### config.mk
export PLATFORM = sky130hd
export DESIGN_NAME = tt_pad_cfg_ctrl
export DESIGN_NICKNAME = d
export VERILOG_FILES = /design/src/rtl/tt_pad_pkg.sv /design/src/rtl/tt_pad_cfg_ctrl_sync.sv /design/src/rtl/tt_pad_cfg_ctrl.sv
export SDC_FILE = /design/constraint.sdc
export NUM_CORES = 1
export LEC_CHECK = 0
export ABC_AREA = 1
export CAP_MARGIN = 25
export CORE_ASPECT_RATIO = 1.1
export CORE_MARGIN = 4
export CORE_UTILIZATION = 59
export CTS_CLUSTER_DIAMETER = 120
export DETAILED_ROUTE_END_ITERATION = 12
export PLACE_DENSITY = 0.85
export RECOVER_POWER = 25
export SETUP_SLACK_MARGIN = 0.1
export SYNTH_ARGS = -nofsm -noshare
export SYNTH_HDL_FRONTEND = slang
export SYNTH_SLANG_ARGS = --single-unit
### constraint.sdc
create_clock -name clk -period 4.2 [get_ports clk]
set_clock_uncertainty 0.15 [all_clocks]
set_input_delay 0.84 -clock clk [delete_from_list [all_inputs] [get_ports clk]]
set_output_delay 0.84 -clock clk [all_outputs]
set_load 0.02 [all_outputs]
### src/rtl/tt_pad_pkg.sv
// Shared constants and types for the GF180 pad-bank configuration controller.
package tt_pad_pkg;

    localparam int CFG_W = 6;

    localparam int F_OE = 0;
    localparam int F_IE = 1;
    localparam int F_SL = 2;
    localparam int F_CS = 3;
    localparam int F_PD = 4;
    localparam int F_PU = 5;

    // Pulls default to pull-down so an unconfigured pad never floats.
    localparam logic RST_OE = 1'b0;
    localparam logic RST_IE = 1'b0;
    localparam logic RST_SL = 1'b0;
    localparam logic RST_CS = 1'b0;
    localparam logic RST_PD = 1'b1;
    localparam logic RST_PU = 1'b0;
    localparam logic RST_A  = 1'b0;

    typedef enum logic [1:0] {
        IDLE   = 2'd0,
        OE_OFF = 2'd1,
        CFG    = 2'd2,
        OE_ON  = 2'd3
    } pad_seq_t;

endpackage

### src/rtl/tt_pad_cfg_ctrl_sync.sv
// Vector synchroniser for raw pad inputs; every flop resets to 0.
module tt_pad_sync #(
    parameter int WIDTH  = 8,
    parameter int STAGES = 2
) (
    input  logic             clk,
    input  logic             rst_n,
    input  logic [WIDTH-1:0] d_i,
    output logic [WIDTH-1:0] q_o
);

    logic [WIDTH-1:0] stage_q [STAGES];

    always_ff @(posedge clk or negedge rst_n) begin
        if (!rst_n) begin
            for (int s = 0; s < STAGES; s++) begin
                stage_q[s] <= '0;
            end
        end else begin
            stage_q[0] <= d_i;
            for (int s = 1; s < STAGES; s++) begin
                stage_q[s] <= stage_q[s-1];
            end
        end
    end

    assign q_o = stage_q[STAGES-1];

endmodule

### src/rtl/tt_pad_cfg_ctrl.sv
// Pad-bank controller: serial config chain, break-before-make commit, synced input path.
//   state  | meaning
//   IDLE   | waiting for a latch; pads hold last committed config
//   OE_OFF | release drivers of channels whose OE is turning off
//   CFG    | apply IE/SL/CS/PD/PU from shadow
//   OE_ON  | apply final OE from shadow
import tt_pad_pkg::*;

module tt_pad_cfg_ctrl #(
    parameter int N_CH        = 8,
    parameter int SYNC_STAGES = 2
) (
    input  logic            clk,
    input  logic            rst_n,
    input  logic            cfg_sdi,
    input  logic            cfg_shift,
    input  logic            cfg_latch,
    output logic            cfg_sdo,
    output logic            busy,
    output logic            cnt_err,
    input  logic [N_CH-1:0] core_out,
    output logic [N_CH-1:0] core_in,
    input  logic [N_CH-1:0] pad_Y,
    output logic [N_CH-1:0] pad_A,
    output logic [N_CH-1:0] pad_OE,
    output logic [N_CH-1:0] pad_IE,
    output logic [N_CH-1:0] pad_SL,
    output logic [N_CH-1:0] pad_CS,
    output logic [N_CH-1:0] pad_PD,
    output logic [N_CH-1:0] pad_PU
);

    localparam int L     = CFG_W * N_CH;
    localparam int CNT_W = $clog2(L + 2);
    localparam logic [CNT_W-1:0] CNT_FULL = CNT_W'(L);
    localparam logic [CNT_W-1:0] CNT_SAT  = CNT_W'(L + 1);

    pad_seq_t         state_q;
    logic [L-1:0]     sr_q, sr_d;
    logic [L-1:0]     shadow_q;
    logic [CNT_W-1:0] cnt_q, cnt_d;
    logic             cnt_err_q;
    logic [N_CH-1:0]  pad_a_q, pad_oe_q, pad_ie_q, pad_sl_q, pad_cs_q, pad_pd_q, pad_pu_q;
    logic [N_CH-1:0]  sh_oe, sh_ie, sh_sl, sh_cs, sh_pd, sh_pu;
    logic [N_CH-1:0]  y_sync;
    logic             latch_req, shift_req;

    // A latch seen while busy is invisible, so a concurrent shift still goes through.
    assign latch_req = cfg_latch && (state_q == IDLE);
    assign shift_req = cfg_shift && !latch_req;

    always_comb begin
        sr_d  = sr_q;
        cnt_d = cnt_q;
        if (latch_req) begin
            cnt_d = '0;
        end else if (shift_req) begin
            sr_d = {sr_q[L-2:0], cfg_sdi};
            if (cnt_q != CNT_SAT) begin
                cnt_d = cnt_q + CNT_W'(1);
            end
        end
    end

    always_comb begin
        sh_oe = '0;
        sh_ie = '0;
        sh_sl = '0;
        sh_cs = '0;
        sh_pd = '0;
        sh_pu = '0;
        for (int c = 0; c < N_CH; c++) begin
            sh_oe[c] = shadow_q[CFG_W*c + F_OE];
            sh_ie[c] = shadow_q[CFG_W*c + F_IE];
            sh_sl[c] = shadow_q[CFG_W*c + F_SL];
            sh_cs[c] = shadow_q[CFG_W*c + F_CS];
            sh_pd[c] = shadow_q[CFG_W*c + F_PD];
            sh_pu[c] = shadow_q[CFG_W*c + F_PU];
        end
    end

    always_ff @(posedge clk or negedge rst_n) begin
        if (!rst_n) begin
            state_q   <= IDLE;
            sr_q      <= '0;
            shadow_q  <= '0;
            cnt_q     <= '0;
            cnt_err_q <= 1'b0;
            pad_a_q   <= {N_CH{RST_A}};
            pad_oe_q  <= {N_CH{RST_OE}};
            pad_ie_q  <= {N_CH{RST_IE}};
            pad_sl_q  <= {N_CH{RST_SL}};
            pad_cs_q  <= {N_CH{RST_CS}};
            pad_pd_q  <= {N_CH{RST_PD}};
            pad_pu_q  <= {N_CH{RST_PU}};
        end else begin
            sr_q    <= sr_d;
            cnt_q   <= cnt_d;
            pad_a_q <= core_out;
            case (state_q)
                IDLE: begin
                    if (latch_req) begin
                        if (cnt_q == CNT_FULL) begin
                            shadow_q  <= sr_q;
                            cnt_err_q <= 1'b0;
                            state_q   <= OE_OFF;
                        end else begin
                            cnt_err_q <= 1'b1;
                        end
                    end
                end
                OE_OFF: begin
                    pad_oe_q <= pad_oe_q & sh_oe;
                    state_q  <= CFG;
                end
                CFG: begin
                    pad_ie_q <= sh_ie;
                    pad_sl_q <= sh_sl;
                    pad_cs_q <= sh_cs;
                    pad_pd_q <= sh_pd;
                    pad_pu_q <= sh_pu;
                    state_q  <= OE_ON;
                end
                OE_ON: begin
                    pad_oe_q <= sh_oe;
                    state_q  <= IDLE;
                end
                default: state_q <= IDLE;
            endcase
        end
    end

    tt_pad_sync #(
        .WIDTH  (N_CH),
        .STAGES (SYNC_STAGES)
    ) u_sync (
        .clk   (clk),
        .rst_n (rst_n),
        .d_i   (pad_Y),
        .q_o   (y_sync)
    );

    assign core_in = y_sync & pad_ie_q;
    assign cfg_sdo = sr_q[L-1];
    assign busy    = (state_q != IDLE);
    assign cnt_err = cnt_err_q;
    assign pad_A   = pad_a_q;
    assign pad_OE  = pad_oe_q;
    assign pad_IE  = pad_ie_q;
    assign pad_SL  = pad_sl_q;
    assign pad_CS  = pad_cs_q;
    assign pad_PD  = pad_pd_q;
    assign pad_PU  = pad_pu_q;

endmodule

==> impl_results.html, run 1 <==
<table>
<tr><th>Metric</th><th>Value</th></tr>
<tr><th colspan="2">Timing</th></tr>
<tr><td>Timing-limited maximum frequency</td><td>348 MHz</td></tr>
<tr><td>Number of pins with negative max-slew slack in the final report</td><td>69</td></tr>
<tr><td>Number of hold violations in the final report</td><td>0</td></tr>
<tr><td>Tmin final</td><td>2870 ps</td></tr>
<tr><td>Setup_tns</td><td>0 ps</td></tr>
<tr><td>Setup repair after global routing missed its margin</td><td>false</td></tr>
<tr><td>Setup violation total in the final timing report</td><td>0</td></tr>
<tr><td>Slew of the pin with the lowest slew margin</td><td>1680 ps</td></tr>
<tr><td>Final cycle utilization of the critical path</td><td>0.684</td></tr>
<tr><td>Relative slew margins</td><td>-0.117</td></tr>
<tr><th colspan="2">Synthesis</th></tr>
<tr><td>Cell taking the most area after synthesis</td><td>dfrtp_1</td></tr>
<tr><td>Main area contributors after synthesis</td><td>dfrtp_1 64%, nand2_1 14%, o21ai_0 4.8%, inv_1 4.1%, dfstp_2 3.2%</td></tr>
<tr><td>Post-Synthesis Cell Area</td><td>6610 um^2</td></tr>
<tr><td>Mapped Nets</td><td>699</td></tr>
<tr><td>Number of different library cells in the post-synthesis netlist</td><td>26</td></tr>
<tr><td>Flip-flop and latch count after synthesis</td><td>177</td></tr>
<tr><td>Post-Syn Instances</td><td>671</td></tr>
<tr><td>Mean instance size in the synthesized netlist</td><td>9.86 um^2</td></tr>
<tr><td>Top-area cell type share of the netlist area</td><td>0.639</td></tr>
<tr><td>Fraction of the yosys area taken by sequential cells</td><td>0.671</td></tr>
<tr><td>Synth Warn #</td><td>0</td></tr>
<tr><th colspan="2">Worst setup path</th></tr>
<tr><td>Critical Path Sink Type</td><td>output pin</td></tr>
<tr><td>Maximum fanout along the worst path</td><td>5</td></tr>
<tr><td>FF-to-FF setup slack</td><td>1420 ps</td></tr>
<tr><td>WS Path Type</td><td>flop to output pin</td></tr>
<tr><td>Crit path required time</td><td>3210 ps</td></tr>
<tr><td>Critical path startpoint category</td><td>flop</td></tr>
<tr><td>Arrival time at the worst endpoint</td><td>1880 ps</td></tr>
<tr><th colspan="2">Detailed routing</th></tr>
<tr><td>Vias after detailed routing</td><td>4743</td></tr>
<tr><td>Number of design-rule violations left by the first detailed-router iteration</td><td>362</td></tr>
<tr><td>Detailed-route wire length</td><td>13500 um</td></tr>
<tr><td>Remaining routing DRC violations</td><td>0</td></tr>
<tr><td>Routed wire length per instance</td><td>14.8 um</td></tr>
<tr><td>Via density</td><td>5.21</td></tr>
<tr><td>Post-DRT Antenna Nets</td><td>0</td></tr>
<tr><td>First-pass iteration count of the detailed router</td><td>6</td></tr>
<tr><th colspan="2">Final layout</th></tr>
<tr><td>Nets</td><td>779</td></tr>
<tr><td>Final cell count without fillers</td><td>911</td></tr>
<tr><td>Number of filler cells placed in the layout</td><td>702</td></tr>
<tr><td>Commonest cells after routing, fill and taps aside</td><td>241 x nand2_1, 169 x dfrtp_1, 73 x inv_1</td></tr>
<tr><td>Layout cells sized above 1</td><td>0.0641</td></tr>
<tr><td>ANT cells</td><td>0</td></tr>
<tr><td>Most frequent standard cell in the layout excluding fill and tap cells</td><td>nand2_1</td></tr>
<tr><td>Synthesis-to-finish area growth</td><td>23.3%</td></tr>
<tr><th colspan="2">Global routing</th></tr>
<tr><td>Initial antenna violation count</td><td>0</td></tr>
<tr><td>Pin count of the biggest net entering global routing</td><td>99</td></tr>
<tr><td>First-pass GRT wire length</td><td>23100 um</td></tr>
<tr><td>Via count of the first global-routing pass</td><td>4856</td></tr>
<tr><td>Remaining Overflow, GRT</td><td>0</td></tr>
<tr><td>Overall fraction of global-route tracks in use</td><td>0.228</td></tr>
<tr><th colspan="2">Clock network</th></tr>
<tr><td>Root Driver</td><td>clkbuf_16</td></tr>
<tr><td>Number of setup buffers added after CTS</td><td>0</td></tr>
<tr><td>Clk Latency, worst-skew pair</td><td>420 ps</td></tr>
<tr><td>PostCTS Resize Cnt</td><td>0</td></tr>
<tr><td>Clock tree from TritonCTS</td><td>yes</td></tr>
<tr><td>Clock buffers created by TritonCTS</td><td>17</td></tr>
<tr><td>Clk pin slew, worst setup/hold paths</td><td>60 ps</td></tr>
<tr><td>CTS hold repair buffers</td><td>0</td></tr>
<tr><td>H-tree depth</td><td>4</td></tr>
<tr><td>Clk sink count</td><td>177</td></tr>
<tr><td>Longest Clk Path Bufs</td><td>2</td></tr>
<tr><th colspan="2">Place</th></tr>
<tr><td>Post-DP HPWL</td><td>8080 um</td></tr>
<tr><td>Final weighted congestion in routability-driven placement</td><td>0.896</td></tr>
<tr><td>Placed instance count</td><td>879</td></tr>
<tr><td>Quantity of I/O buffers inserted on ports</td><td>87</td></tr>
<tr><th colspan="2">Die</th></tr>
<tr><td>Vertical die dimension</td><td>119 um</td></tr>
<tr><td>Number of ports placed on the die boundary</td><td>88</td></tr>
<tr><td>Die outline width</td><td>109 um</td></tr>
<tr><td>Core outline area</td><td>11000 um^2</td></tr>
<tr><td>Cell Rows</td><td>40</td></tr>
<tr><td>Starting utilization of the core area</td><td>0.603</td></tr>
<tr><td>Total Die Area</td><td>13000 um^2</td></tr>
<tr><th colspan="2">Power and ir drop</th></tr>
<tr><td>Power density over the cells</td><td>462 nW/um^2</td></tr>
<tr><td>Portion of total power attributed to the clock network</td><td>0.425</td></tr>
<tr><td>Total leakage power</td><td>3.91 nW</td></tr>
<tr><td>Maximum vdd drop</td><td>0.000229 V</td></tr>
<tr><td>Combinational cell fraction of total power</td><td>0.066</td></tr>
<tr><td>P_int</td><td>2.89 mW</td></tr>
<tr><td>Portion of total power attributed to sequential cells</td><td>0.509</td></tr>
<tr><td>Switching Fraction</td><td>0.233</td></tr>
<tr><td>Switching power</td><td>0.876 mW</td></tr>
<tr><th colspan="2">Outcome</th></tr>
<tr><td>Violated checks</td><td>capacitance limit, slew limit</td></tr>
<tr><td>Run status</td><td>finished, violations left</td></tr>
<tr><th colspan="2">Flow run</th></tr>
<tr><td>Max_cap viols</td><td>1</td></tr>
<tr><th colspan="2">Worst hold path</th></tr>
<tr><td>Worst hold-check path type</td><td>flop to flop</td></tr>
</table>
==> metal layers <==
metal	vias to the layer above	share of wire	track usage	wire length, um
met5	-	0	0	0
met4	0	0.026	0.0868	357
met3	32	0.053	0.0569	719
met2	160	0.52	0.381	7030
met1	2316	0.40	0.283	5410
li1	2235	-	-	-
==> worst paths after layout <==
path | from | endpoint | cells past startpoint
hold reg to reg | u_sync.stage_q[10] | u_sync.q_o[2] | 0
setup reg to reg | state_q[0] | pad_CS[4] | 6
max in group asynchronous | rst_n | pad_PD[6] | 2
setup / recovery | state_q[0] | busy | 4
hold / removal | u_sync.stage_q[10] | u_sync.q_o[2] | 0
min in group asynchronous | rst_n | u_sync.q_o[2] | 1
==> area by class of cell <==
| type | instances | area (um^2) | share of cell area |
|---|---|---|---|
| clock buffers | 23 | 468 | 0.0574 |
| clock inverters | 9 | 131 | 0.0161 |
| inverters | 74 | 280 | 0.0344 |
| multi-input cells | 389 | 1730 | 0.213 |
| flip-flops and latches | 177 | 4440 | 0.545 |
| well taps | 147 | 184 | 0.0226 |
| repair buffers | 92 | 916 | 0.112 |
==> critical path, cell delays in order, from the launching register on <==
cell	delay, ps
dfrtp_1	380
inv_1	100
ha_1	300
inv_1	80
clkdlybuf4s50_1	600
==> power by group through the flow <==
stage | Combinational (mW) | Sequential (mW) | Clock, mW
6_report | 0.250 | 1.91 | 1.60
5_1_grt | 0.291 | 1.93 | 1.71
4_1_cts | 0.258 | 1.91 | 1.62
3_5_place_dp | 0.248 | 1.94 | 0
3_3_place_gp | 0.232 | 1.93 | 0
2_1_floorplan | 0.137 | 1.93 | 0
==> cell families after synthesis <==
kind of cell,after synthesis,share of synthesized area
buffers and inverters,105,0.0672
xor gates and xnor gates,3,0.00397
DFF,177,0.671
AOI/OAI and AO/OA,112,0.0857
adders and majority gates,7,0.0132
and+or+nand+nor,267,0.159
==> Yosys cell counts, drive strengths merged <==
library cell	count
inv	74
xnor2	1
a31oi	1
ha	7
a21oi	8
o21bai	1
nand3	8
nand2	242
o21a	1
or2	1
dfstp	8
buf	12
o21ai	101
xor2	2
nand4	3
clkbuf	19
dfrtp	169
nor2	13
==> stage by stage <==
step | util | hold slack, ps | cell area [um^2] | worst slack, ps | power [mW]
3_5_place_dp | 0.690 | 192 | 7560 | 1260 | 2.19
3_3_place_gp | 0.690 | 181 | 7560 | 1410 | 2.16
2_1_floorplan | - | 181 | 6610 | 2390 | 2.06
4_1_cts | 0.744 | 206 | 8160 | 1310 | 3.79
6_report | 0.744 | 202 | 8150 | 1330 | 3.76
5_1_grt | 0.744 | 212 | 8150 | 1210 | 3.92
==> state kept, by name, summed over array words and instances, names as in the netlist <==
name,flops
pad_A,8
pad_OE,8
state_q,2
sr_q,48
u_sync.q_o,8
pad_IE,8
pad_PD,8
pad_SL,8
pad_PU,8
shadow_q,48
pad_CS,8
cnt_err,1
cnt_q,6
u_sync.stage_q,8
(Power assumes the default switching activity.)
==> run 2: changes to the inputs <==
--- a/config.mk
+++ b/config.mk
@@ -9,10 +9,10 @@
 export CAP_MARGIN = 25
 export CORE_ASPECT_RATIO = 1.1
 export CORE_MARGIN = 4
-export CORE_UTILIZATION = 59
+export CORE_UTILIZATION = 54
 export CTS_CLUSTER_DIAMETER = 120
 export DETAILED_ROUTE_END_ITERATION = 12
-export PLACE_DENSITY = 0.85
+export PLACE_DENSITY = 0.79
 export RECOVER_POWER = 25
 export SETUP_SLACK_MARGIN = 0.1
 export SYNTH_ARGS = -nofsm -noshare
==> constraint.sdc (replaced) <==
create_clock -name clk -period 2.95 [get_ports clk]
set_clock_uncertainty 0.15 [all_clocks]
set_input_delay 0.59 -clock clk [delete_from_list [all_inputs] [get_ports clk]]
set_output_delay 0.59 -clock clk [all_outputs]
set_load 0.02 [all_outputs]
==> impl_results.html, run 2 (synthesized netlist as in run 1, its figures left out) <==
<table>
<tr><th>Metric</th><th>Value</th></tr>
<tr><th colspan="2">Clock network</th></tr>
<tr><td>Root Driver</td><td>clkbuf_16 (unchanged)</td></tr>
<tr><td>CTS hold repair buffers</td><td>0 (unchanged)</td></tr>
<tr><td>Clk sink count</td><td>177 (unchanged)</td></tr>
<tr><td>Clock tree from TritonCTS</td><td>yes (unchanged)</td></tr>
<tr><td>Longest Clk Path Bufs</td><td>2 (unchanged)</td></tr>
<tr><td>Clk Latency, worst-skew pair</td><td>420 ps (about the same)</td></tr>
<tr><td>Number of setup buffers added after CTS</td><td>0 (unchanged)</td></tr>
<tr><td>H-tree depth</td><td>4 (unchanged)</td></tr>
<tr><td>PostCTS Resize Cnt</td><td>0 (unchanged)</td></tr>
<tr><td>Clk pin slew, worst setup/hold paths</td><td>70 ps (was 60 ps)</td></tr>
<tr><td>Clock buffers created by TritonCTS</td><td>17 (unchanged)</td></tr>
<tr><th colspan="2">Worst setup path</th></tr>
<tr><td>WS Path Type</td><td>flop to output pin (unchanged)</td></tr>
<tr><td>Reg2reg start</td><td>state_q[0] (unchanged)</td></tr>
<tr><td>Critical path startpoint category</td><td>flop (unchanged)</td></tr>
<tr><td>Crit path required time</td><td>2210 ps (was 3210 ps)</td></tr>
<tr><td>Capture point of the worst path</td><td>busy (unchanged)</td></tr>
<tr><td>Capture instance of the worst register-to-register path</td><td>shadow_q[47] (was pad_CS[4])</td></tr>
<tr><td>Critical Path Sink Type</td><td>output pin (unchanged)</td></tr>
<tr><td>Crit path from</td><td>state_q[0] (unchanged)</td></tr>
<tr><td>FF-to-FF setup slack</td><td>750 ps (was 1420 ps)</td></tr>
<tr><td>Arrival time at the worst endpoint</td><td>1850 ps (was 1880 ps)</td></tr>
<tr><td>Number of cell instances on the worst register-to-register path</td><td>8 (was 6)</td></tr>
<tr><td>Maximum fanout along the worst path</td><td>5 (unchanged)</td></tr>
<tr><th colspan="2">Outcome</th></tr>
<tr><td>Run status</td><td>finished, violations left (unchanged)</td></tr>
<tr><td>Violated checks</td><td>capacitance limit, slew limit (unchanged)</td></tr>
<tr><th colspan="2">Flow run</th></tr>
<tr><td>Max_cap viols</td><td>1 (unchanged)</td></tr>
<tr><th colspan="2">Detailed routing</th></tr>
<tr><td>Routed wire length per instance</td><td>13.9 um (was 14.8 um)</td></tr>
<tr><td>Vias after detailed routing</td><td>4684 (was 4743)</td></tr>
<tr><td>First-pass iteration count of the detailed router</td><td>4 (was 6)</td></tr>
<tr><td>Via density</td><td>5.07 (was 5.21)</td></tr>
<tr><td>Detailed-route wire length</td><td>12800 um (was 13500 um)</td></tr>
<tr><td>Remaining routing DRC violations</td><td>0 (unchanged)</td></tr>
<tr><td>Number of design-rule violations left by the first detailed-router iteration</td><td>323 (was 362)</td></tr>
<tr><td>Post-DRT Antenna Nets</td><td>0 (unchanged)</td></tr>
<tr><th colspan="2">Final layout</th></tr>
<tr><td>Registers with the highest flip-flop counts</td><td>shadow_q (48), sr_q (48) (unchanged)</td></tr>
<tr><td>Commonest cells after routing, fill and taps aside</td><td>241 x nand2_1, 169 x dfrtp_1, 73 x inv_1 (unchanged)</td></tr>
<tr><td>Final cell count without fillers</td><td>923 (was 911)</td></tr>
<tr><td>Cell area after layout</td><td>8230 um^2 (was 8150 um^2)</td></tr>
<tr><td>Nets</td><td>784 (was 779)</td></tr>
<tr><td>Number of filler cells placed in the layout</td><td>915 (was 702)</td></tr>
<tr><td>Core Util, Final</td><td>0.684 (was 0.744)</td></tr>
<tr><td>Most frequent standard cell in the layout excluding fill and tap cells</td><td>nand2_1 (unchanged)</td></tr>
<tr><td>ANT cells</td><td>0 (unchanged)</td></tr>
<tr><td>Layout cells sized above 1</td><td>0.0754 (was 0.0641)</td></tr>
<tr><td>Synthesis-to-finish area growth</td><td>24.4% (was 23.3%)</td></tr>
<tr><th colspan="2">Die</th></tr>
<tr><td>Core outline area</td><td>12000 um^2 (was 11000 um^2)</td></tr>
<tr><td>Vertical die dimension</td><td>124 um (was 119 um)</td></tr>
<tr><td>Number of ports placed on the die boundary</td><td>88 (unchanged)</td></tr>
<tr><td>Starting utilization of the core area</td><td>0.550 (was 0.603)</td></tr>
<tr><td>Total Die Area</td><td>14100 um^2 (was 13000 um^2)</td></tr>
<tr><td>Die outline width</td><td>114 um (was 109 um)</td></tr>
<tr><td>Cell Rows</td><td>42 (was 40)</td></tr>
<tr><th colspan="2">Global routing</th></tr>
<tr><td>Via count of the first global-routing pass</td><td>4734 (was 4856)</td></tr>
<tr><td>Overall fraction of global-route tracks in use</td><td>0.198 (was 0.228)</td></tr>
<tr><td>Initial antenna violation count</td><td>0 (unchanged)</td></tr>
<tr><td>Remaining Overflow, GRT</td><td>0 (unchanged)</td></tr>
<tr><td>First-pass GRT wire length</td><td>22100 um (was 23100 um)</td></tr>
<tr><td>Pin count of the biggest net entering global routing</td><td>69 (was 99)</td></tr>
<tr><th colspan="2">Place</th></tr>
<tr><td>Post-placement worst setup slack</td><td>502 ps (was 1260 ps)</td></tr>
<tr><td>Post-DP HPWL</td><td>8380 um (was 8080 um)</td></tr>
<tr><td>Post-Place Cell Area</td><td>7670 um^2 (was 7560 um^2)</td></tr>
<tr><td>Final weighted congestion in routability-driven placement</td><td>0.858 (was 0.896)</td></tr>
<tr><td>Quantity of I/O buffers inserted on ports</td><td>87 (unchanged)</td></tr>
<tr><td>Placed instance count</td><td>891 (was 879)</td></tr>
<tr><th colspan="2">Timing</th></tr>
<tr><td>Worst setup margin</td><td>356 ps (was 1330 ps)</td></tr>
<tr><td>Tmin final</td><td>2590 ps</td></tr>
<tr><td>Setup repair after global routing missed its margin</td><td>false (unchanged)</td></tr>
<tr><td>Number of hold violations in the final report</td><td>0 (unchanged)</td></tr>
<tr><td>Slew of the pin with the lowest slew margin</td><td>1570 ps (was 1680 ps)</td></tr>
<tr><td>Setup_tns</td><td>0 ps (unchanged)</td></tr>
<tr><td>Final cycle utilization of the critical path</td><td>0.879</td></tr>
<tr><td>Relative slew margins</td><td>-0.0493 (was -0.117)</td></tr>
<tr><td>Number of pins with negative max-slew slack in the final report</td><td>61 (was 69)</td></tr>
<tr><td>Timing-limited maximum frequency</td><td>386 MHz</td></tr>
<tr><td>Setup violation total in the final timing report</td><td>0 (unchanged)</td></tr>
<tr><th colspan="2">Power and ir drop</th></tr>
<tr><td>Maximum vdd drop</td><td>0.000402 V (was 0.000229 V)</td></tr>
<tr><td>Power density over the cells</td><td>630 nW/um^2 (was 462 nW/um^2)</td></tr>
<tr><td>Total leakage power</td><td>3.92 nW (was 3.91 nW)</td></tr>
<tr><th colspan="2">Worst hold path</th></tr>
<tr><td>Startpoint of the worst hold path</td><td>u_sync.stage_q[9] (was u_sync.stage_q[10])</td></tr>
<tr><td>Worst hold-check path type</td><td>flop to flop (unchanged)</td></tr>
</table>
-- run 2: changes by cell type in the layout (fill, tap and decap cells not counted) --
cell        delta
buf_12         +5
clkinvlp_4     +5
clkbuf_1       -4
clkinv_4       +3
bufinv_16      -2
clkbuf_8       -2
clkinv_2       -1
inv_6          +1
-- run 2: where the power goes --
group	internal [mW]	total [mW]	switching, mW
Combinational	0.123	0.356	0.233
Clock	1.17	2.11	0.943
Sequential	2.62	2.72	0.102
-- run 2: per-layer routing --
layer,part of all wire,vias up,global-route usage,wire [um]
li1,-,2245,-,-
met1,0.42,2319,0.246,5370
met2,0.52,105,0.342,6700
met3,0.043,15,0.0534,552
met4,0.014,0,0.0609,185
met5,0,-,0,0
-- run 2: how the worst min path moves through the flow --
stage	end	slack, ps	cells past startpoint
floorplan	cnt_err	140	0
global placement	u_sync.q_o[5]	180	0
detailed placement	u_sync.q_o[1]	180	0
CTS	shadow_q[13]	10	1
global route	u_sync.q_o[1]	200	0
finish	u_sync.q_o[1]	200	0
-- run 2: final cells by class --
cell class	count	area [um^2]	share of cell area
Sequential cell	177	4440	0.540
Multi-Input combinational cell	389	1730	0.211
Timing Repair Buffer	97	1020	0.124
Clock buffer	17	425	0.0517
Inverter	74	280	0.0341
Tap cell	154	193	0.0234
Clock inverter	15	139	0.0169
-- run 2: through the flow --
stage,hold WS (ps),power [mW]
after floorplan,144,2.94
after global placement,182,3.09
after detailed placement,185,3.12
after CTS,13.9,5.24
after global routing,202,5.41
final,199,5.18
-- run 2: critical path, cell delays in order (launching register included) --
cell and delay [ps]:
dfrtp_1 380, inv_1 90, ha_1 280, inv_1 80, clkdlybuf4s50_1 600
